==> src/rtl/mul_pkg.sv <==
// Shared definitions for the multiplier issue stage: RISC-V M funct3 codes,
// the decoded array-control bundle and its decoder.
package mul_pkg;

    localparam logic [2:0] F3_MUL    = 3'b000;
    localparam logic [2:0] F3_MULH   = 3'b001;
    localparam logic [2:0] F3_MULHSU = 3'b010;
    localparam logic [2:0] F3_MULHU  = 3'b011;

    typedef struct packed {
        logic is_mul;
        logic is_high;
        logic is_signed;
        logic err;
    } mul_ctrl_t;

    // MULHSU and every undefined funct3 decode to an error op with is_mul cleared.
    function automatic mul_ctrl_t mul_decode(input logic [2:0] funct3);
        mul_ctrl_t ctrl;
        ctrl = '0;
        case (funct3)
            F3_MUL:  begin ctrl.is_mul = 1'b1; ctrl.is_high = 1'b0; ctrl.is_signed = 1'b1; end
            F3_MULH: begin ctrl.is_mul = 1'b1; ctrl.is_high = 1'b1; ctrl.is_signed = 1'b1; end
            F3_MULHU: begin ctrl.is_mul = 1'b1; ctrl.is_high = 1'b1; ctrl.is_signed = 1'b0; end
            default: ctrl.err = 1'b1;
        endcase
        return ctrl;
    endfunction

endpackage

==> src/rtl/mul_pipe_reg.sv <==
// One valid/ready register slice with synchronous flush; the payload only
// updates on an accepted transfer, so it holds its value while stalled or empty.
module mul_pipe_reg #(
    parameter int DATA_W = 8
) (
    input  logic              clk,
    input  logic              rst_n,
    input  logic              flush,
    input  logic              in_valid,
    output logic              in_ready,
    input  logic [DATA_W-1:0] in_data,
    output logic              out_valid,
    input  logic              out_ready,
    output logic [DATA_W-1:0] out_data
);

    logic adv;

    assign adv      = !out_valid || out_ready;
    assign in_ready = adv;

    // NOTE: state registers use non-blocking assignments so every slice samples
    // its neighbour's pre-edge value, giving true pipeline behaviour.
    always_ff @(posedge clk or negedge rst_n) begin
        if (!rst_n) begin
            out_valid <= 1'b0;
        end else if (flush) begin
            out_valid <= 1'b0;
        end else if (adv) begin
            out_valid <= in_valid;
        end
    end

    // NOTE: the payload is reset as well because it drives the array and the
    // result port directly, which must read 0 out of reset.
    always_ff @(posedge clk or negedge rst_n) begin
        if (!rst_n) begin
            out_data <= '0;
        end else if (!flush && adv && in_valid) begin
            out_data <= in_data;
        end
    end

endmodule

==> src/rtl/mul_issue_stage.sv <==
// Issue/capture stage around the external combinational multiplier array:
// S1 holds operands and decoded controls feeding the array, S2 holds the result.
module mul_issue_stage
    import mul_pkg::*;
#(
    parameter int WIDTH = 8,
    parameter int TAG_W = 4
) (
    input  logic             clk,
    input  logic             rst_n,
    input  logic             flush,
    input  logic             in_valid,
    output logic             in_ready,
    input  logic [2:0]       in_funct3,
    input  logic [WIDTH-1:0] in_srca,
    input  logic [WIDTH-1:0] in_srcb,
    input  logic [TAG_W-1:0] in_tag,
    output logic [WIDTH-1:0] arr_srca,
    output logic [WIDTH-1:0] arr_srcb,
    output logic             arr_is_mul,
    output logic             arr_is_high,
    output logic             arr_is_signed,
    input  logic [WIDTH-1:0] arr_result,
    output logic             out_valid,
    input  logic             out_ready,
    output logic [WIDTH-1:0] out_result,
    output logic [TAG_W-1:0] out_tag,
    output logic             out_err,
    output logic             busy
);

    localparam int S1_W = 2 * WIDTH + TAG_W + $bits(mul_ctrl_t);
    localparam int S2_W = WIDTH + TAG_W + 1;

    logic             s1_valid;
    logic             s2_ready;
    logic [S1_W-1:0]  s1_in_data;
    logic [S1_W-1:0]  s1_data;
    logic [WIDTH-1:0] s1_srca;
    logic [WIDTH-1:0] s1_srcb;
    logic [TAG_W-1:0] s1_tag;
    mul_ctrl_t        s1_ctrl;
    logic [WIDTH-1:0] s2_in_result;
    logic [S2_W-1:0]  s2_in_data;
    logic [S2_W-1:0]  s2_data;

    assign s1_in_data = {in_srca, in_srcb, in_tag, mul_decode(in_funct3)};

    mul_pipe_reg #(.DATA_W(S1_W)) u_s1 (
        .clk       (clk),
        .rst_n     (rst_n),
        .flush     (flush),
        .in_valid  (in_valid),
        .in_ready  (in_ready),
        .in_data   (s1_in_data),
        .out_valid (s1_valid),
        .out_ready (s2_ready),
        .out_data  (s1_data)
    );

    assign {s1_srca, s1_srcb, s1_tag, s1_ctrl} = s1_data;

    // Operands keep their last value when S1 empties; only is_mul is qualified.
    assign arr_srca      = s1_srca;
    assign arr_srcb      = s1_srcb;
    assign arr_is_mul    = s1_valid && s1_ctrl.is_mul;
    assign arr_is_high   = s1_ctrl.is_high;
    assign arr_is_signed = s1_ctrl.is_signed;

    assign s2_in_result = s1_ctrl.err ? '0 : arr_result;
    assign s2_in_data   = {s2_in_result, s1_tag, s1_ctrl.err};

    mul_pipe_reg #(.DATA_W(S2_W)) u_s2 (
        .clk       (clk),
        .rst_n     (rst_n),
        .flush     (flush),
        .in_valid  (s1_valid),
        .in_ready  (s2_ready),
        .in_data   (s2_in_data),
        .out_valid (out_valid),
        .out_ready (out_ready),
        .out_data  (s2_data)
    );

    assign {out_result, out_tag, out_err} = s2_data;
    assign busy = s1_valid || out_valid;

endmodule

==> config.mk <==
export PLATFORM = sky130hd
export DESIGN_NAME = mul_issue_stage
export DESIGN_NICKNAME = d
export VERILOG_FILES = /design/src/rtl/mul_pkg.sv /design/src/rtl/mul_pipe_reg.sv /design/src/rtl/mul_issue_stage.sv
export SDC_FILE = /design/constraint.sdc
export NUM_CORES = 1
export LEC_CHECK = 0
export BUFFER_PORTS_ARGS = -buffer_cell sky130_fd_sc_hd__buf_2
export CORE_MARGIN = 3
export CORE_UTILIZATION = 35
export DETAILED_ROUTE_END_ITERATION = 12
export GPL_TIMING_DRIVEN = 0
export MAX_ROUTING_LAYER = met4
export PLACE_DENSITY_LB_ADDON = 0.12
export SKIP_CTS_REPAIR_TIMING = 1
export SLEW_MARGIN = 20
export SYNTH_ARGS = -nofsm -noshare
export SYNTH_HDL_FRONTEND = slang
export SYNTH_HIERARCHICAL = 1
export SYNTH_SLANG_ARGS = --single-unit
export TNS_END_PERCENT = 5
==> constraint.sdc <==
create_clock -name clk -period 1.9 [get_ports clk]
set_input_delay 0.38 -clock clk [delete_from_list [all_inputs] [get_ports clk]]
set_output_delay 0.38 -clock clk [all_outputs]
set_load 0.02 [all_outputs]
==> impl_results.md, run 1 <==
* Met3 wire length at between 200 and 250 um
* DRT met1 WL at 1.25 mm
* Reg-to-Reg End: u_s1/out_data[2]
* Max-slew violation count at 0
* Initial Util at 38.1%
* Sequential share of the synthesized area at between 60 and 70%
* Slew @ Worst Pin at 0.835 ns
* DRC viols at 0
* Avg Cell Area, Syn at around 15 um^2
* Unrepaired setup endpoints after global routing: no
* Num rows at 23
* GRT Residual Overflow at 0
* FF-to-FF Start: u_s2/out_valid
* H-tree depth at 2
* GRT Overall Usage at a little over an eighth
* CP endpoint: u_s1/out_data[2]
* Flop-to-flop setup slack at 0.20 ns
* Vias per cell at ~4.6
* FF/Latch Area at 976 um^2
* Endpoints failing setup at 0
* Post-layout util at 49.9%
* Peak VDD IR at ~0.41 mV
* # diodes at 0
* CP Launch Type: flop
* Most common cell after layout, fill and taps aside: buf_2
* DR iter-0 viols at 27
* DRT antenna net count at 0
* Mapped Area at 1600 um^2
* First-pass GRT wire length at 5.39 mm
* Tcrit/Tclk final at 89.7%
* Setup WS post-layout at 0.196 ns
* Relative slew slack at 44.3%
* Clock skew at approximately 0.0028 ns
* Worst Hold Class: in -> async
* CTS sink cnt at 39
* CTS tree: yes
* Yosys warns at 6
* Layout area overhead at 30.9%
* DP HPWL at roughly 2.4 mm
* Max Cap Viol at 0
* Worst Setup SP: u_s2/out_valid
* Crit end category: flop
* Avg WL per Cell at roughly 14 um
* Fmax at around 600 MHz
* DP Worst Slack at 0.159 ns
* Ratio of cells with drive above 1 in the final layout at around two thirds
* Largest net degree at the start of global routing at 40
* Vias at 1069
* WP data arrival at 1.87 ns
* Syn_nets at 140
* TNS Setup at 0 ns
* Final GP Congestion at around 0.66
* Uppermost layer routed: met4
* Power per Cell Area at 1010 nW/um^2
* Clk_lat worst skew at roughly 0.28 ns
* Yosys reg bits at 39
* CTS Buffer Depth at 2
* Pre-Repair DR Iteration Count at 4
* CTS root buffer: clkbuf_8
* Met2 routed WL at approximately 1.6 mm
* Yosys cell types at 12
* R2R depth at 6
* CP Data Required Time at 2.07 ns
* Area of the multi-input gates at around 580 um^2
* IO Pins at a little over 70
* Initial antenna violation count at 0
* Fill count at 405
* Core area at between 4000 and 5000 um^2
* CP Class: reg -> reg
* Vias in the first global route at 1151
* Dpl cells at 224
* Top cell by count, worst path: nor2b_4
* Critical path peak fanout at 10
* Post-Layout Cell Count at 232
* Most frequent cells in the layout: buf_2, dfrtp_1, mux2_2
* Crit path cell chain: nor2b_4 > inv_1 > nor2b_4 > nor3b_4 > buf_6 > mux2_2
* Nets at roughly 220
* Height of the die at 73.6 um
* CTS Buf Count at 5
* Outcome: complete, no violations
* Static leakage at a little over 1 nW
* CP max stage delay at slightly below 0.4 ns
* I/O Buffers at 70
* Full die area at about 5400 um^2
* Post-Synthesis Cells at approximately 100
* Die W at 73.6 um
* Clock slew at reported path FFs at about 0.070 ns
* Slowest cell on crit path: dfrtp_1
* Routed wire length at roughly 3.2 mm
* Minimum clock period at around 1.7 ns
* Hold Vio Cnt, Final at 0
==> area by class of cell <==
| type | instances | area share, % |
|---|---|---|
| Clock buffer | 7 | 3.64 |
| Clock inverter | 1 | 0.239 |
| Timing Repair Buffer | 70 | 16.7 |
| Sequential cell | 39 | 46.6 |
| Tap cell | 50 | 2.99 |
| Buffer | 3 | 1.61 |
| Inverter | 3 | 0.538 |
| Multi-Input combinational cell | 59 | 27.7 |
==> routing by layer <==
layer  up-vias  global-route usage, %
li1        508                      -
met1       509                   14.6
met2        45                   22.8
met3         7                   3.83
met4         0                   6.04
met5         -                      -
==> worst max-delay path: cells and delay by family (launching register included) <==
kind          cells  cell delay (ns)
buf+inv           2             0.30
flops             1             0.39
simple gates      3             0.55
mux               1             0.34
==> cell families after synthesis <==
kind of cell | after synthesis | synth area share (%)
flip-flops | 39 | 61.0
buffers and inverters | 6 | 2.81
multiplexers | 37 | 26.0
AO/OA/AOI/OAI | 2 | 0.782
AND/OR/NAND/NOR | 20 | 9.38
==> worst min-delay path by stage <==
| stage | from | endpoint | slack [ns] | cells after the start |
|---|---|---|---|---|
| 2_1_floorplan | rst_n | u_s1/out_data[0] | 0.08 | 0 |
| 3_3_place_gp | u_s1/out_data[5] | u_s2/out_data[2] | 0.48 | 1 |
| 3_5_place_dp | u_s2/out_data[5] | u_s2/out_data[5] | 0.49 | 1 |
| 4_1_cts | rst_n | u_s2/out_data[7] | 0.24 | 1 |
| 5_1_grt | rst_n | u_s1/out_data[7] | 0.27 | 1 |
| 6_report | rst_n | u_s2/out_valid | 0.20 | 1 |
==> cells in the mapped netlist <==
| cell type | number | area [um^2] |
|---|---|---|
| a21o_1 | 1 | 7.51 |
| a21oi_1 | 1 | 5.00 |
| and2_1 | 1 | 6.26 |
| buf_6 | 3 | 33.8 |
| dfrtp_1 | 39 | 976 |
| inv_1 | 3 | 11.3 |
| mux2_2 | 37 | 417 |
| nor2_1 | 6 | 22.5 |
| nor2b_1 | 8 | 50.1 |
| nor2b_4 | 2 | 27.5 |
| nor3b_4 | 2 | 37.5 |
| or2_1 | 1 | 6.26 |
==> sequential cells by signal, summed over array words and instances, names as in the netlist <==
signal          cells
u_s1/out_data      24
u_s1/out_valid      1
u_s2/out_data      13
u_s2/out_valid      1
==> where the power goes <==
| group | leakage (nW) | switching (W) | internal [W] |
|---|---|---|---|
| sequential | 0.474 | 0.0000749 | 0.000975 |
| combinational | 0.519 | 0.000299 | 0.000248 |
| clock | 0.0422 | 0.000265 | 0.000257 |
==> metrics by stage <==
step                hold slack, ns  area, um^2  power [W]
global route                 0.267        2090    0.00225
global placement             0.483        2010    0.00160
detailed placement           0.489        2010    0.00163
CTS                          0.237        2090    0.00217
floorplan                   0.0844        1600    0.00140
finish                       0.202        2090    0.00212
No activity file was read; power rests on OpenSTA's default activity.
==> inputs of run 2 (changes only) <==
SYNTH_HIERARCHICAL = unset   (was 1)
==> impl_results.md, run 2 <==
* Hold Vio Cnt, Final at 0 (unchanged)
* H-tree depth at 2 (unchanged)
* Relative slew slack at 43.6% (-0.71 points)
* Power per Cell Area at 948 nW/um^2 (-6.3%)
* R2R depth at 4 (-2)
* Ratio of cells with drive above 1 in the final layout at 68.0% (+2.1 points)
* Final Cell Area at 2280 um^2 (+8.7%)
* Flop-to-flop setup slack at 0.35 ns (+0.15 ns)
* Largest register FFs at 24 (unchanged)
* FF-to-FF Start: u_s2.out_valid
* GRT Overall Usage at 12.4% (-1.1 points)
* Met3 GRT Util at 4.81% (+0.98 points)
* Reg-to-Reg End: u_s2.out_data[5]
* CTS sink cnt at 39 (unchanged)
* Mapped Area at 1770 um^2 (+11%)
* Most frequent cells in the layout: buf_2, dfrtp_1, buf_4, mux2_2, mux2_4
* Slowest cell on crit path: dfrtp_1
* Avg Cell Area, Syn at 14.6 um^2 (-4.9%)
* Grt met1 use at 13.7% (-0.92 points)
* Num rows at 25 (+8.7%)
* Outcome: complete, no violations
* Crit end category: flop
* Tcrit/Tclk final at 81.8% (-7.9 points)
* DP HPWL at 2.54 mm (+4.7%)
* Synth top area cells: dfrtp_1, mux2_4, mux2_2
* Peak VDD IR at 0.322 mV (-22%)
* DR iter-0 viols at 31 (+15%)
* Height of the die at 77.1 um (+4.8%)
* Area fraction of the dominant cell type after synthesis at 55.1% (-5.9 points)
* Most frequent cells after synthesis: dfrtp_1, buf_4, mux2_2
* CP Launch Type: flop
* Synth area leader: dfrtp_1
* CP endpoint: u_s2.out_data[5]
* I/O Buffers at 70 (unchanged)
* Most common cell after layout, fill and taps aside: buf_2
* DRT antenna net count at 0 (unchanged)
* Pre-Repair DR Iteration Count at 4 (unchanged)
* Max-slew violation count at 0 (unchanged)
* Worst Hold Class: in -> async
* CTS Buf Count at 5 (unchanged)
* WP data arrival at 1.72 ns (-0.15 ns)
* Nets at 234 (+7.8%)
* Initial antenna violation count at 0 (unchanged)
* TNS Setup at 0 ns (unchanged)
* IO Pins at 71 (unchanged)
* WP depth at 4 (-2)
* Setup WS post-layout at 0.346 ns (+0.150 ns)
* Crit path cell chain: and2b_1 > nor3b_4 > buf_4 > mux2_2
* Die W at 77.1 um (+4.8%)
* Layout area overhead at 28.6%
* Endpoints failing setup at 0 (unchanged)
* Final GP Congestion at 0.709 (+7.2%)
* CP max stage delay at 0.40 ns (about the same)
* CTS Buffer Depth at 2 (unchanged)
* Vias at 1150 (+7.6%)
* DP Worst Slack at 0.227 ns (+0.0683 ns)
* Max Cap Viol at 0 (unchanged)
* Fmax at 644 MHz (+9.7%)
* Number of synthesized flops with an enable pin at 0 (unchanged)
* Static leakage at 1.21 nW (+17%)
* CTS tree: yes
* Avg WL per Cell at 12.9 um (-5.2%)
* CP Data Required Time at 2.06 ns (about the same)
* Clock slew at reported path FFs at 0.07 ns (about the same)
* CTS root buffer: clkbuf_8
* Worst Setup SP: u_s2.out_valid
* Largest regs: u_s1.out_data: 24 flops, u_s2.out_data: 13 flops
* Yosys reg bits at 39 (unchanged)
* Hold_ws at 0.206 ns (+0.00402 ns)
* # diodes at 0 (unchanged)
* GRT Residual Overflow at 0 (unchanged)
* Yosys warns at 0 (-6)
* Post-layout util at 47.3% (-2.6 points)
* Post-Synthesis Cells at 121 (+16%)
* First-pass GRT wire length at 5.75 mm (+6.7%)
* DP Area at 2200 um^2 (+9.5%)
* Yosys cell types at 20 (+8)
* Vias per cell at 4.36 (-5.5%)
* Full die area at 5950 um^2 (+9.7%)
* Top-count cell post-synth: dfrtp_1
* Critical path peak fanout at 10 (unchanged)
* CP Buf/Inv Count at 1 (-1)
* Routed wire length at 3.40 mm (+7.9%)
* Core area at 4820 um^2 (+15%)
* Unrepaired setup endpoints after global routing: no
* DRC viols at 0 (unchanged)
* Minimum clock period at 1.55 ns (-0.150 ns)
* Global-route met2 utilization at 20.0% (-2.8 points)
* CP Class: reg -> reg
* Clock skew at 0.00374 ns (+0.000888 ns)
* Slew @ Worst Pin at 0.846 ns (+0.0107 ns)
* Top reg by flops: u_s1.out_data
* Busiest grt layer: met2
* CP top delay family: simple AND/OR/NAND/NOR gates
* Vias in the first global route at 1242 (+7.9%)
* Sequential share of the synthesized area at 55.1% (-5.9 points)
* Syn_nets at 157 (+12%)
* Dominant synthesized flop cell: dfrtp_1
* Ys async rst share at 100% (unchanged)
* Largest net degree at the start of global routing at 40 (unchanged)
* Clk_lat worst skew at 0.28 ns (about the same)
* Initial Util at 36.8% (-1.3 points)
[run 2: changes by cell type after synthesis, moves of 2 or more]
cell,previous run,this run
buf_4,0,17
mux2_2,37,17
mux2_4,0,16
nand2b_4,0,2
nor2_1,6,4
nor2b_4,2,0
o21ai_0,0,2
o31ai_1,0,2
[run 2: layer usage]
metal	up-vias	part of all wire (%)
met4	0	2.0
met1	556	41
met5	-	0
met3	9	8.1
met2	44	49
li1	541	-
[run 2: worst min path at each step]
stage / depth (start not counted) / to / slack (ns)
floorplan: 0 / u_s1.out_data[0] / 0.08
global placement: 1 / u_s1.out_data[3] / 0.47
detailed placement: 1 / u_s1.out_data[3] / 0.48
CTS: 1 / u_s2.out_data[10] / 0.25
global route: 1 / u_s2.out_data[7] / 0.28
finish: 1 / u_s2.out_data[7] / 0.21
[run 2: logic make-up after synthesis]
family                 after synthesis  synth area share (%)
DFF                                 39                  55.1
muxes                               33                  24.4
buffers and inverters               23                  9.75
and+or+nand+nor                     19                  8.13
AOI/OAI and AO/OA                    7                  2.61
[run 2: layout make-up]
class | instances | area (um^2)
fill | 480 | 2540
sequential | 39 | 976
multi-input combinational | 59 | 622
timing repair buffer | 70 | 350
buffer | 20 | 161
tap | 67 | 83.8
clock buffer | 6 | 72.6
inverter | 3 | 11.3
[run 2: stage by stage]
stage	total power [W]	std cells
floorplan	0.00147	121
global placement	0.00166	258
detailed placement	0.00169	258
CTS	0.00219	264
global route	0.00228	264
finish	0.00216	264
[run 2: power breakdown]
group	switching [W]	internal (W)	total, W
Combinational	0.000298	0.000319	0.000617
Sequential	0.0000777	0.000964	0.00104
Clock	0.000254	0.000245	0.000499
Total	0.000630	0.00153	0.00216
==> inputs of run 3 (changes only) <==
clock period = 1.5 ns   (was 1.9 ns; I/O delays follow)
==> impl_results.md, run 3 (synthesis results as in run 2) <==
* Outcome: finished, violations left
* Failing checks: negative setup slack
* Pre-Repair DR Iteration Count at 3 (-1)
* Met3 GRT Util at 4.81% (unchanged)
* DR iter-0 viols at 15 (-52%)
* Clock skew at 0.00830 ns (+0.00456 ns)
* Largest net degree at the start of global routing at 40 (unchanged)
* GRT Overall Usage at 12.8% (+0.36 points)
* WP data arrival at 1.72 ns (about the same)
* Nets at 235 (+0.43%)
* Max-slew violation count at 0 (unchanged)
* Largest register FFs at 24 (unchanged)
* Fmax at 642 MHz (-0.32%)
* Peak VDD IR at 0.626 mV (+94%)
* Most common cell after layout, fill and taps aside: buf_2
* Slew @ Worst Pin at 0.865 ns (+0.0194 ns)
* Post-Layout Cell Count at 267 (+1.1%)
* Core area at 4820 um^2 (unchanged)
* Global-route met2 utilization at 21.4% (+1.4 points)
* Relative slew slack at 42.3% (-1.3 points)
* Max Cap Viol at 0 (unchanged)
* Worst Hold Class: in -> async
* Hold_ws at 0.118 ns (-0.0874 ns)
* Dpl cells at 258 (unchanged)
* Initial antenna violation count at 0 (unchanged)
* Vias in the first global route at 1262 (+1.6%)
* Avg WL per Cell at 13.2 um (+2.3%)
* Ratio of cells with drive above 1 in the final layout at 69.5% (+1.5 points)
* DRC viols at 0 (unchanged)
* Setup WS post-layout at -0.0585 ns (-0.405 ns)
* Layout area overhead at 32.9%
* Tcrit/Tclk final at 104% (+22 points)
* Largest regs: u_s1.out_data: 24 flops, u_s2.out_data: 13 flops
* Grt met1 use at 14.3% (+0.69 points)
* Vias at 1127 (-2.0%)
* CTS tree: yes
* Busiest grt layer: met2
* CTS Buf Count at 5 (unchanged)
* Full die area at 5950 um^2 (unchanged)
* Clock slew at reported path FFs at 0.08 ns (about the same)
* DRT antenna net count at 0 (unchanged)
* Routed wire length at 3.52 mm (+3.5%)
* Minimum clock period at 1.56 ns (+0.00492 ns)
* CTS sink cnt at 39 (unchanged)
* H-tree depth at 2 (unchanged)
* Pwr Total at 0.00297 W (+37%)
* Most frequent cells in the layout: buf_2, dfrtp_1, mux2_2, buf_4, mux2_4
* CTS Buffer Depth at 2 (unchanged)
* Initial Util at 36.8% (unchanged)
* IO Pins at 71 (unchanged)
* I/O Buffers at 70 (unchanged)
* CP Data Required Time at 1.66 ns (-0.40 ns)
* Critical path peak fanout at 10 (unchanged)
* Static leakage at 1.25 nW (+3.0%)
* First-pass GRT wire length at 5.82 mm (+1.3%)
* DP HPWL at 2.64 mm (+3.9%)
* Final GP Congestion at 0.692 (-2.3%)
* CP Launch Type: flop
* Endpoints failing setup at 10 (+10)
* Top reg by flops: u_s1.out_data
* CTS root buffer: clkbuf_8
* CP Class: reg -> reg
* Vias per cell at 4.22 (-3.1%)
* # diodes at 0 (unchanged)
* Die W at 77.1 um (unchanged)
* Hold Vio Cnt, Final at 0 (unchanged)
* Unrepaired setup endpoints after global routing: yes
* Power per Cell Area at 1260 nW/um^2 (+33%)
* Height of the die at 77.1 um (unchanged)
* Num rows at 25 (unchanged)
* GRT Residual Overflow at 0 (unchanged)
* Clk_lat worst skew at 0.28 ns (about the same)
* Crit end category: flop
==> run 3: cell count changes in the layout (fill, tap and decap cells not counted), sizes merged <==
cell | previous run | this run
buf | 90 | 91
bufinv | 0 | 1
clkbuf | 6 | 5
clkinv | 0 | 2
==> run 3: cell type report <==
| class | count | area, um^2 |
|---|---|---|
| Fill cell | 477 | 2460 |
| Sequential cell | 39 | 977 |
| Multi-Input combinational cell | 59 | 622 |
| Timing Repair Buffer | 71 | 358 |
| Buffer | 20 | 186 |
| Tap cell | 67 | 83.8 |
| Clock buffer | 5 | 68.8 |
| Clock inverter | 3 | 43.8 |
| Inverter | 3 | 13.8 |
==> run 3: final timing paths <==
check	to	startpoint	slack [ns]	cells past startpoint
max reg2reg	u_s2.out_data[11]	u_s2.out_valid	-0.06	4
min reg2reg	u_s1.out_data[3]	u_s1.out_data[3]	0.50	1
max	u_s2.out_data[11]	u_s2.out_valid	-0.06	4
max in group asynchronous	u_s2.out_valid	rst_n	0.80	1
min in group clk	u_s1.out_data[1]	in_funct3[1]	0.21	2
min	u_s1.out_valid	rst_n	0.12	1
==> run 3: worst max-delay path, cell delays in order, from the launching register on <==
cell and delay [ns]:
dfrtp_2 0.42, and2b_1 0.19, nor3b_4 0.29, buf_6 0.20, mux2_2 0.34
==> run 3: stage by stage <==
| step | cell area, um^2 | TNS (ns) | setup slack, ns | utilization, % |
|---|---|---|---|---|
| after detailed placement | 2210 | -1.71 | -0.0908 | 45.9 |
| after floorplan | 1780 | -0.0618 | -0.00618 | - |
| final | 2350 | -0.494 | -0.0585 | 48.9 |
| after CTS | 2320 | -0.624 | -0.0763 | 48.3 |
| after global placement | 2210 | -1.18 | -0.0672 | 45.9 |
| after global routing | 2350 | -1.88 | -0.145 | 48.9 |
==> run 3: power breakdown <==
group / leakage, nW / switching (W) / internal [W]
logic: 0.716 / 0.000379 / 0.000413
registers: 0.475 / 0.0000984 / 0.00122
clock network: 0.0581 / 0.000360 / 0.000495
==> run 3: routing by layer <==
metal,up-vias,routed length [um],part of all wire (%)
met5,-,0,0
met4,0,31,0.88
met3,5,252,7.2
met2,43,1760,50
met1,533,1480,42
li1,546,-,-
